<file path="src/rtl/buffer_arb_pkg.sv">
// buffer_arb_pkg: default widths, index-width helper and response tag type for buffer_port_arbiter
package buffer_arb_pkg;
    localparam int NUM_REQ  = 4;
    localparam int ADDR_LEN = 6;
    localparam int DATA_LEN = 32;

    function automatic int id_len(input int n);
        return (n <= 2) ? 1 : $clog2(n);
    endfunction

    localparam int ID_LEN = id_len(NUM_REQ);

    typedef struct packed {
        logic              valid;
        logic [ID_LEN-1:0] id;
    } rsp_tag_t;
endpackage

</file>
<file path="src/rtl/buffer.sv">
// buffer: simple-dual-port RAM, synchronous write, registered read-before-write output
module buffer #(
    parameter int    addrLen  = 6,
    parameter int    dataLen  = 32,
    parameter string ram_type = "distributed"
) (
    input  logic               clk,
    input  logic               wrt,
    input  logic [addrLen-1:0] wr_addr,
    input  logic [dataLen-1:0] wr_data,
    input  logic [addrLen-1:0] rd_addr,
    output logic [dataLen-1:0] data_out
);
    (* ram_style = ram_type *) logic [dataLen-1:0] mem [2**addrLen];

    // write port and registered read port; a same-address read sees the old word
    always_ff @(posedge clk) begin
        if (wrt) mem[wr_addr] <= wr_data;
        data_out <= mem[rd_addr];
    end
endmodule

</file>
<file path="src/rtl/buffer_port_arbiter_rr_arbiter.sv">
// rr_arbiter: combinational round-robin grant with a registered rotating priority pointer
module rr_arbiter #(
    parameter int numReq = 4,
    parameter int idLen  = 2
) (
    input  logic              clk,
    input  logic              reset,
    input  logic [numReq-1:0] req,
    output logic [numReq-1:0] gnt,
    output logic [idLen-1:0]  gnt_id,
    output logic              gnt_valid
);
    logic [idLen-1:0] ptr;

    // first requester found searching upward from ptr wins; nothing is granted during reset
    always_comb begin
        gnt       = '0;
        gnt_id    = '0;
        gnt_valid = 1'b0;
        for (int k = 0; k < numReq; k++) begin
            if (!reset && !gnt_valid && req[(int'(ptr) + k) % numReq]) begin
                gnt[(int'(ptr) + k) % numReq] = 1'b1;
                gnt_id    = idLen'((int'(ptr) + k) % numReq);
                gnt_valid = 1'b1;
            end
        end
    end

    // pointer moves just past the last winner, so every requester is served within numReq-1 grants
    always_ff @(posedge clk) begin
        if (reset) ptr <= '0;
        else if (gnt_valid) ptr <= (gnt_id == idLen'(numReq - 1)) ? '0 : gnt_id + 1'b1;
    end
endmodule

</file>
<file path="src/rtl/buffer_port_arbiter.sv">
// buffer_port_arbiter: shares one buffer between numReq clients with independent RR write/read arbitration.
// Optional BUF_ARB_BYPASS_EN forwards same-cycle write data to a colliding read.
module buffer_port_arbiter
    import buffer_arb_pkg::*;
#(
    parameter int    numReq   = NUM_REQ,
    parameter int    idLen    = id_len(numReq),
    parameter int    addrLen  = ADDR_LEN,
    parameter int    dataLen  = DATA_LEN,
    parameter string ram_type = "distributed"
) (
    input  logic                      clk,
    input  logic                      reset,
    input  logic [numReq-1:0]         wr_req,
    input  logic [numReq*addrLen-1:0] wr_addr,
    input  logic [numReq*dataLen-1:0] wr_data,
    output logic [numReq-1:0]         wr_gnt,
    input  logic [numReq-1:0]         rd_req,
    input  logic [numReq*addrLen-1:0] rd_addr,
    output logic [numReq-1:0]         rd_gnt,
    output logic                      rd_rsp_valid,
    output logic [idLen-1:0]          rd_rsp_id,
    output logic [dataLen-1:0]        rd_rsp_data
);
    logic [idLen-1:0]   wr_id, rd_id;
    logic               wr_v, rd_v;
    logic [addrLen-1:0] b_wr_addr, b_rd_addr;
    logic [dataLen-1:0] b_wr_data, b_rd_data;
    rsp_tag_t           tag_q;

    rr_arbiter #(.numReq(numReq), .idLen(idLen)) u_wr_arb (
        .clk(clk), .reset(reset), .req(wr_req), .gnt(wr_gnt), .gnt_id(wr_id), .gnt_valid(wr_v)
    );

    rr_arbiter #(.numReq(numReq), .idLen(idLen)) u_rd_arb (
        .clk(clk), .reset(reset), .req(rd_req), .gnt(rd_gnt), .gnt_id(rd_id), .gnt_valid(rd_v)
    );

    assign b_wr_addr = wr_addr[wr_id*addrLen +: addrLen];
    assign b_wr_data = wr_data[wr_id*dataLen +: dataLen];
    assign b_rd_addr = rd_addr[rd_id*addrLen +: addrLen];

    buffer #(.addrLen(addrLen), .dataLen(dataLen), .ram_type(ram_type)) u_buf (
        .clk(clk), .wrt(wr_v), .wr_addr(b_wr_addr), .wr_data(b_wr_data),
        .rd_addr(b_rd_addr), .data_out(b_rd_data)
    );

    // response tag travels alongside the registered RAM read
    always_ff @(posedge clk) begin
        if (reset) tag_q <= '0;
        else begin
            tag_q.valid <= rd_v;
            tag_q.id    <= ID_LEN'(rd_id);
        end
    end

    assign rd_rsp_valid = tag_q.valid;
    assign rd_rsp_id    = idLen'(tag_q.id);

`ifdef BUF_ARB_BYPASS_EN
    logic               byp_hit;
    logic [dataLen-1:0] byp_data;

    // remember a same-cycle write/read address match so the fresh write data replaces the stale RAM word
    always_ff @(posedge clk) begin
        byp_hit  <= wr_v && rd_v && (b_wr_addr == b_rd_addr);
        byp_data <= b_wr_data;
    end

    assign rd_rsp_data = byp_hit ? byp_data : b_rd_data;
`else
    assign rd_rsp_data = b_rd_data;
`endif
endmodule

</file>
<file path="config.mk">
export PLATFORM = sky130hd
export DESIGN_NAME = buffer_port_arbiter
export DESIGN_NICKNAME = d
export VERILOG_FILES = /design/src/rtl/buffer_arb_pkg.sv /design/src/rtl/buffer.sv /design/src/rtl/buffer_port_arbiter_rr_arbiter.sv /design/src/rtl/buffer_port_arbiter.sv
export SDC_FILE = /design/constraint.sdc
export NUM_CORES = 2
export LEC_CHECK = 0
export CELL_PAD_IN_SITES_DETAIL_PLACEMENT = 1
export CELL_PAD_IN_SITES_GLOBAL_PLACEMENT = 1
export CORE_UTILIZATION = 50
export DETAILED_ROUTE_END_ITERATION = 10
export GPL_TIMING_DRIVEN = 0
export PLACE_DENSITY = 0.83
export SYNTH_ARGS = -nofsm -noshare
export SYNTH_HDL_FRONTEND = slang
export SYNTH_HIERARCHICAL = 1
export SYNTH_SLANG_ARGS = --single-unit
</file>
<file path="constraint.sdc">
create_clock -name clk -period 7.1 [get_ports clk]
set_clock_uncertainty 0.15 [all_clocks]
set_input_delay 1.42 -clock clk [delete_from_list [all_inputs] [get_ports clk]]
set_output_delay 1.42 -clock clk [all_outputs]
set_load 0.005 [all_outputs]
</file>
# --- After elaboration in Yosys (flattened, before gate mapping) ---
# Memories as Yosys holds them, arrays and structs flattened. A register that Yosys moved wholly into a read port is not among the register bits.
# Index checks and enable logic that the tools add are counted.
classes:
  eq_ne: 2
  addsub: 8
  bitwise: 12
  shifts: 3
  order_cmp: 16
  muxes: 66
  reduce_logical: 35
  n_mul: 2
ops:
  columns: ["cell", "n"]
  rows:
  - ["128-bit by 8-bit variable part select with 32-bit output", 1]
  - ["24-bit by 6-bit variable part select with 6-bit output", 2]
  - ["1-bit 2-to-1 mux", 32]
  - ["4-bit 2-to-1 mux", 8]
  - ["3-bit by 4-bit < comparator with 1-bit output, second input constant", 6]
  - ["4-bit bitwise OR", 6]
  - ["1-bit logical AND", 22]
  - ["2-bit 2-to-1 mux", 10]
  - ["3-bit by 1-bit >= comparator with 1-bit output, second input constant", 6]
  - ["1-bit binary-select mux with 2-bit select", 8]
  - ["1-bit demux with 2-bit select", 8]
  - ["2-bit OR reduction", 6]
  - ["2-bit by 1-bit adder with 2-bit output, second input constant", 4]
  - ["2-bit adder, second input constant", 4]
  - ["2-bit by 2-bit multiplier with 4-bit output, second input constant", 2]
  - ["1-bit logical NOT", 7]
  - ["1-bit bitwise AND, first input constant", 6]
  - ["2-bit by 3-bit < comparator with 1-bit output, second input constant", 2]
  - ["2-bit == test, second input constant", 2]
  - ["2-bit by 1-bit >= comparator with 1-bit output, second input constant", 2]
totals:
  n_memories: 1
  word_cells: 149
  out_inout_bits: 43
  ram_bits: 2048
  in_bits: 186
  ff_bits: 7
mem_list:
  columns: ["name", "words", "width", "rd", "rd_ports_with_merged_regs", "wr", "line", "source"]
  rows:
  - ["u_buf.mem", 64, 32, 1, 1, 1, "buffer.sv:14", "(* ram_style = ram_type *) logic [dataLen-1:0] mem [2**addrLen];"]

# --- Longest topological paths before layout ---
depth:
  ltp_word: 18
  ltp_mapped: 19

# --- By module ---
# The synthesis kept the hierarchy.
modules_own_cells:
  columns: ["mod", "cells_each", "area_each_um2", "instances"]
  rows:
  - ["buffer", 3324, 78515.3, 1]
  - ["buffer_port_arbiter", 59, 1152.4, 1]
  - ["rr_arbiter at u_wr_arb", 66, 579.3, 1]
  - ["rr_arbiter at u_rd_arb", 60, 549.3, 1]

# --- Worst setup path after synthesis ---
# OpenSTA, ideal clock, no wires.
synth_path:
  path_kind: "input port to flip-flop"
  from: "input wr_req[2]"
  to: "memory u_buf.mem[48][0] (enable)"
  setup_ps: 461
  path_buffers: 2
  t_arrival_ps: 6155
  required_ps: 6489
  setup_slack_ps: 334
  stages: 10
  path_cell_list: "mux4_2 -> or3_4 -> nor2_4 -> a211o_1 -> buf_4 -> mux4_2 -> clkbuf_1 -> nor2b_1 -> nand4b_1 -> nor3_1"
synth_between:
  elab_chain_cells: 18
  elab_cells_between_ends: 33
  classes_between: "mul: 1; shift: 1; mux: 21; reduce/logical: 10"
synth_lines:
  columns: ["item", "line", "source"]
  rows:
  - ["start, declared", "buffer_port_arbiter.sv:14", "input logic [numReq-1:0] wr_req,"]
  - ["1-bit binary-select mux with 2-bit select", "buffer_port_arbiter_rr_arbiter.sv:21", "if (!reset && !gnt_valid && req[(int'(ptr) + k) % numReq]) begin"]
  - ["1-bit 2-to-1 mux (implied by the code)", "buffer_port_arbiter_rr_arbiter.sv:21", null]
  - ["1-bit logical AND", "buffer_port_arbiter_rr_arbiter.sv:21", null]
  - ["1-bit 2-to-1 mux", "buffer_port_arbiter_rr_arbiter.sv:21", null]
  - ["1-bit logical NOT", "buffer_port_arbiter_rr_arbiter.sv:21", null]
  - ["1-bit logical AND (2 in a row)", "buffer_port_arbiter_rr_arbiter.sv:21", null]
  - ["1-bit 2-to-1 mux", "buffer_port_arbiter_rr_arbiter.sv:21", null]
  - ["1-bit logical NOT", "buffer_port_arbiter_rr_arbiter.sv:21", null]
  - ["1-bit logical AND (2 in a row)", "buffer_port_arbiter_rr_arbiter.sv:21", null]
  - ["1-bit 2-to-1 mux", "buffer_port_arbiter_rr_arbiter.sv:21", null]
  - ["1-bit logical NOT", "buffer_port_arbiter_rr_arbiter.sv:21", null]
  - ["1-bit logical AND (2 in a row)", "buffer_port_arbiter_rr_arbiter.sv:21", null]
  - ["2-bit 2-to-1 mux *", "buffer_port_arbiter_rr_arbiter.sv:21", null]
  - ["net wr_id[0]", "buffer_port_arbiter.sv:25", "logic [idLen-1:0] wr_id, rd_id;"]
  - ["2-bit by 2-bit multiplier with 4-bit output *", "buffer_port_arbiter.sv:39", "assign b_wr_addr = wr_addr[wr_id*addrLen +: addrLen];"]
  - ["24-bit by 6-bit variable part select with 6-bit output *", "buffer_port_arbiter.sv:39", null]
  - ["net b_wr_addr[3]", "buffer_port_arbiter.sv:27", "logic [addrLen-1:0] b_wr_addr, b_rd_addr;"]
  - ["end, declared", "buffer.sv:14", null]
# The timed path passes the listed nets; every way through them passes the cells marked *. The select of a mux whose other input is x is not followed.

# --- Final worst setup path ---
layout_path:
  from: "register u_rd_arb.ptr[0]"
  to: "register u_buf.data_out[22] (read register of u_buf.mem)"
layout_between:
  elab_chain_cells: 18
  elab_cells_between_ends: 33
  classes_between: "add/sub: 3; mul: 1; shift: 1; mux: 18; reduce/logical: 10"
layout_lines:
  columns: ["item", "line", "source"]
  rows:
  - ["start, declared", "buffer_port_arbiter_rr_arbiter.sv:13", "logic [idLen-1:0] ptr;"]
  - ["start signal, assigned", "buffer_port_arbiter_rr_arbiter.sv:32", "else if (gnt_valid) ptr <= (gnt_id == idLen'(numReq - 1)) ? '0 : gnt_id + 1'b1;"]
  - ["parallel branches: the longest is 15 deep, another holds 2-bit by 1-bit adder with 2-bit output", null, null]
  - ["2-bit 2-to-1 mux *", "buffer_port_arbiter_rr_arbiter.sv:21", null]
  - ["net rd_id[0]", "buffer_port_arbiter.sv:25", null]
  - ["2-bit by 2-bit multiplier with 4-bit output *", "buffer_port_arbiter.sv:41", "assign b_rd_addr = rd_addr[rd_id*addrLen +: addrLen];"]
  - ["24-bit by 6-bit variable part select with 6-bit output *", "buffer_port_arbiter.sv:41", null]
  - ["net b_rd_addr[5]", "buffer_port_arbiter.sv:27", null]
  - ["end, declared", "buffer.sv:12", "output logic [dataLen-1:0] data_out"]
# Mark *: on every way through the listed nets, which the timed path passes. The select of a mux whose other input is x is not followed.
# A chain may end at the register's enable or synchronous reset.

==> impl_metrics.ini <==
[run_status]
status = finished, violations left
failed_checks = max-capacitance violations, max-slew violations, negative setup slack

[global_routing]
antenna_found_initial = 13
gr-total-overflow = 0
grt_pass1_wl_um = 396000
first_global_vias = 47426
grt_max_degree = 65
grt_usage_pct = 36.1

[final_layout]
fin_util_pct = 59.6
nets = 4304
fill_cells = 13080
syn2layout_area_growth_pct = 18.4
layout-drive-gt1-share_pct = 29.4

[placed_design]
place.gp.congestion = 0.848
dp_hpwl_um = 178000
dp_slack_ns = -1.65
io_buffers = 227

[clock_network]
cts-root-buf = clkbuf_16
cts_buffers = 202
clock_sinks = 2087
cts_hold_buf = 0
htree_levels = 4
clkTransAtPathRegs_ns = 0.07
cts_tree = yes
clockBufferDepth = 3
clk_latency_ns = 0.90

[worst_setup_path]
cp_max_fo = 10
endpoint_kind = flop
cp.arrival_ns = 8.06
r2r_start = u_rd_arb/ptr[0]
slowest_delay_ns = 1.35
critical_path_class = reg2reg
critical_path.startpoint = u_rd_arb/ptr[0]
cpMaxStageDelayCell = clkbuf_1
cp_cell_sequence = buf_2 > inv_1 > ha_1 > mux4_2 > nor4_4 > a21o_1 > buf_4 > mux4_2 > clkbuf_1 > or2_0 > clkbuf_1 > o22ai_1 > nor2_1
startpoint_type = flop
reg2reg_slack_ns = -0.39
required_ns = 7.67
cp.buffers_inverters = 5
path_delay_family = buffers and inverters

[hold_path]
hold_path.class = reg2reg
hold_start = u_rd_arb/ptr[1]

[yosys]
async_flop_share_pct = 0
netlist.area_leader.share_pct = 76.1
ys.flop_type = edfxtp_1
yosysMostFrequentCell = edfxtp_1
avgSynthCellArea_um2 = 23.0
synth_area_leaders = edfxtp_1, mux4_2, mux2i_1
synth.distinct_cells = 63
synth_area_um2 = 80800
synth-seq-cells = 2087
syn_inst = 3509
synth_edf_count = 2048
yosysTopAreaCell = edfxtp_1
syn-num-nets = 3705
synth_warnings = 6
ys_seq_area_share_pct = 77.1
synthTopCellsByCount = edfxtp_1, mux4_2, nor2_1

[power]
total_leakage_power_uw = 0.0300
p_per_area_nw_per_um2 = 397
finalPower_uw = 38000
ir_drop_mv = 0.389

[timing]
hold_viol_final = 0
tns_ns = -2.86
timing.final.ws_setup_ns = -0.386
finalSetupViolCount = 57
post-route-period-util_pct = 105
tightest_slew_ns = 1.79
slew_violations = 446
relSlewSlack_pct = -19.5
fmax_ghz = 0.134
period_minus_slack_ns = 7.49
holdWs_ns = 0.535

[detailed_routing]
via_count = 48814
wirelength_um = 317000
drc_errors = 0
vias_per_cell = 7.56
routedWlPerCell_um = 49.1
ant_nets = 0
first_iter_violations = 10310
first_pass_iters = 7

[die]
fp.dieH_um = 404
ios = 229
rows = 147
dieArea_um2 = 163000
start_util_pct = 50.3
coreArea_um2 = 161000
die-width_um = 404

[job]
drv_cap = 9
==> repair_timing <==
item,CTS,global route
pin swaps,4,25
buffers inserted,12,66
hold endpoints to repair,0,0
endpoints found under the setup margin,108,521
resized for setup,19,45
==> worst reg2reg max path: cells and delay by family (launching register included) <==
kind / cells / cell delay, ns
compound gates: 2 / 0.88
fa+ha+maj: 1 / 0.46
buf+inv: 5 / 2.64
flops: 1 / 0.38
mux: 2 / 1.20
simple gates: 3 / 1.63
==> path summary, 6_finish.rpt <==
check / to / depth (start not counted)
setup / recovery: u_buf/data_out[22] / 13
hold / removal: u_rd_arb/ptr[1] / 3
setup reg to reg: u_buf/data_out[22] / 13
hold reg to reg: u_rd_arb/ptr[1] / 3
==> logic make-up (layout without fill, tap and decap cells) <==
logic type	count (synthesis)	in the layout	share of synthesized area, %
fa+ha+maj	10	10	0.155
mux	694	694	17.8
flops	2087	2087	77.1
simple gates	274	274	1.65
buf+inv	204	975	1.28
other cells	0	13	0
compound gates	240	240	1.99
==> metrics by stage <==
step | instances | instance area (µm²)
4_1_cts | 6377 | 94800
3_3_place_gp | 5896 | 85800
2_1_floorplan | 3509 | 80800
3_5_place_dp | 5989 | 88200
6_report | 6453 | 95600
5_1_grt | 6441 | 95600
==> registers in the layout (all words and copies together), names as in the netlist <==
| name | cells |
|---|---|
| u_buf/mem | 2048 |
| u_buf/data_out | 32 |
| rd_rsp_id | 2 |
| u_rd_arb/ptr | 2 |
| u_wr_arb/ptr | 2 |
| rd_rsp_valid | 1 |
==> cells in the final DEF, fill, tap and decap left out, types with 19 or more instances in the layout <==
| master | instances |
|---|---|
| edfxtp_1 | 2048 |
| mux4_2 | 593 |
| clkdlybuf4s50_1 | 227 |
| clkbuf_16 | 204 |
| clkbuf_1 | 114 |
| mux2i_1 | 95 |
| buf_12 | 94 |
| o22ai_1 | 84 |
| nor2_1 | 80 |
| buf_4 | 79 |
| a21oi_1 | 69 |
| nor2_4 | 63 |
| buf_2 | 62 |
| clkinv_1 | 42 |
| dfxtp_1 | 39 |
| nand2_1 | 39 |
| clkinv_2 | 33 |
| o221ai_1 | 27 |
| clkbuf_2 | 19 |
| nor2b_1 | 19 |
==> report_power, final <==
part | leakage, µW | internal (µW) | switching (µW) | total, µW
Clock | 0.00314 | 5950 | 5220 | 11200
Combinational | 0.00809 | 3040 | 7290 | 10300
Sequential | 0.0188 | 16300 | 217 | 16500
Total | 0.0300 | 25300 | 12700 | 38000
==> metal layers <==
| layer | track usage [%] | up-vias | wire [µm] |
|---|---|---|---|
| li1 | - | 16282 | - |
| met1 | 45.2 | 24783 | 95700 |
| met2 | 54.8 | 6117 | 140000 |
| met3 | 11.6 | 1620 | 52400 |
| met4 | 23.2 | 12 | 28600 |
| met5 | 0 | - | 96 |
==> cell type report <==
cell class	instances	area, µm²	share of cell area, %
Clock buffer	264	5380	5.63
Sequential cell	2087	62300	65.1
Clock inverter	112	1050	1.10
Buffer	196	1070	1.12
Antenna cell	13	32.5	0.0340
Multi-Input combinational cell	1218	18000	18.8
Timing Repair Buffer	398	5100	5.34
Tap cell	2160	2700	2.83
Inverter	5	18.8	0.0196
Note: power is estimated with default switching activity, not from simulation.
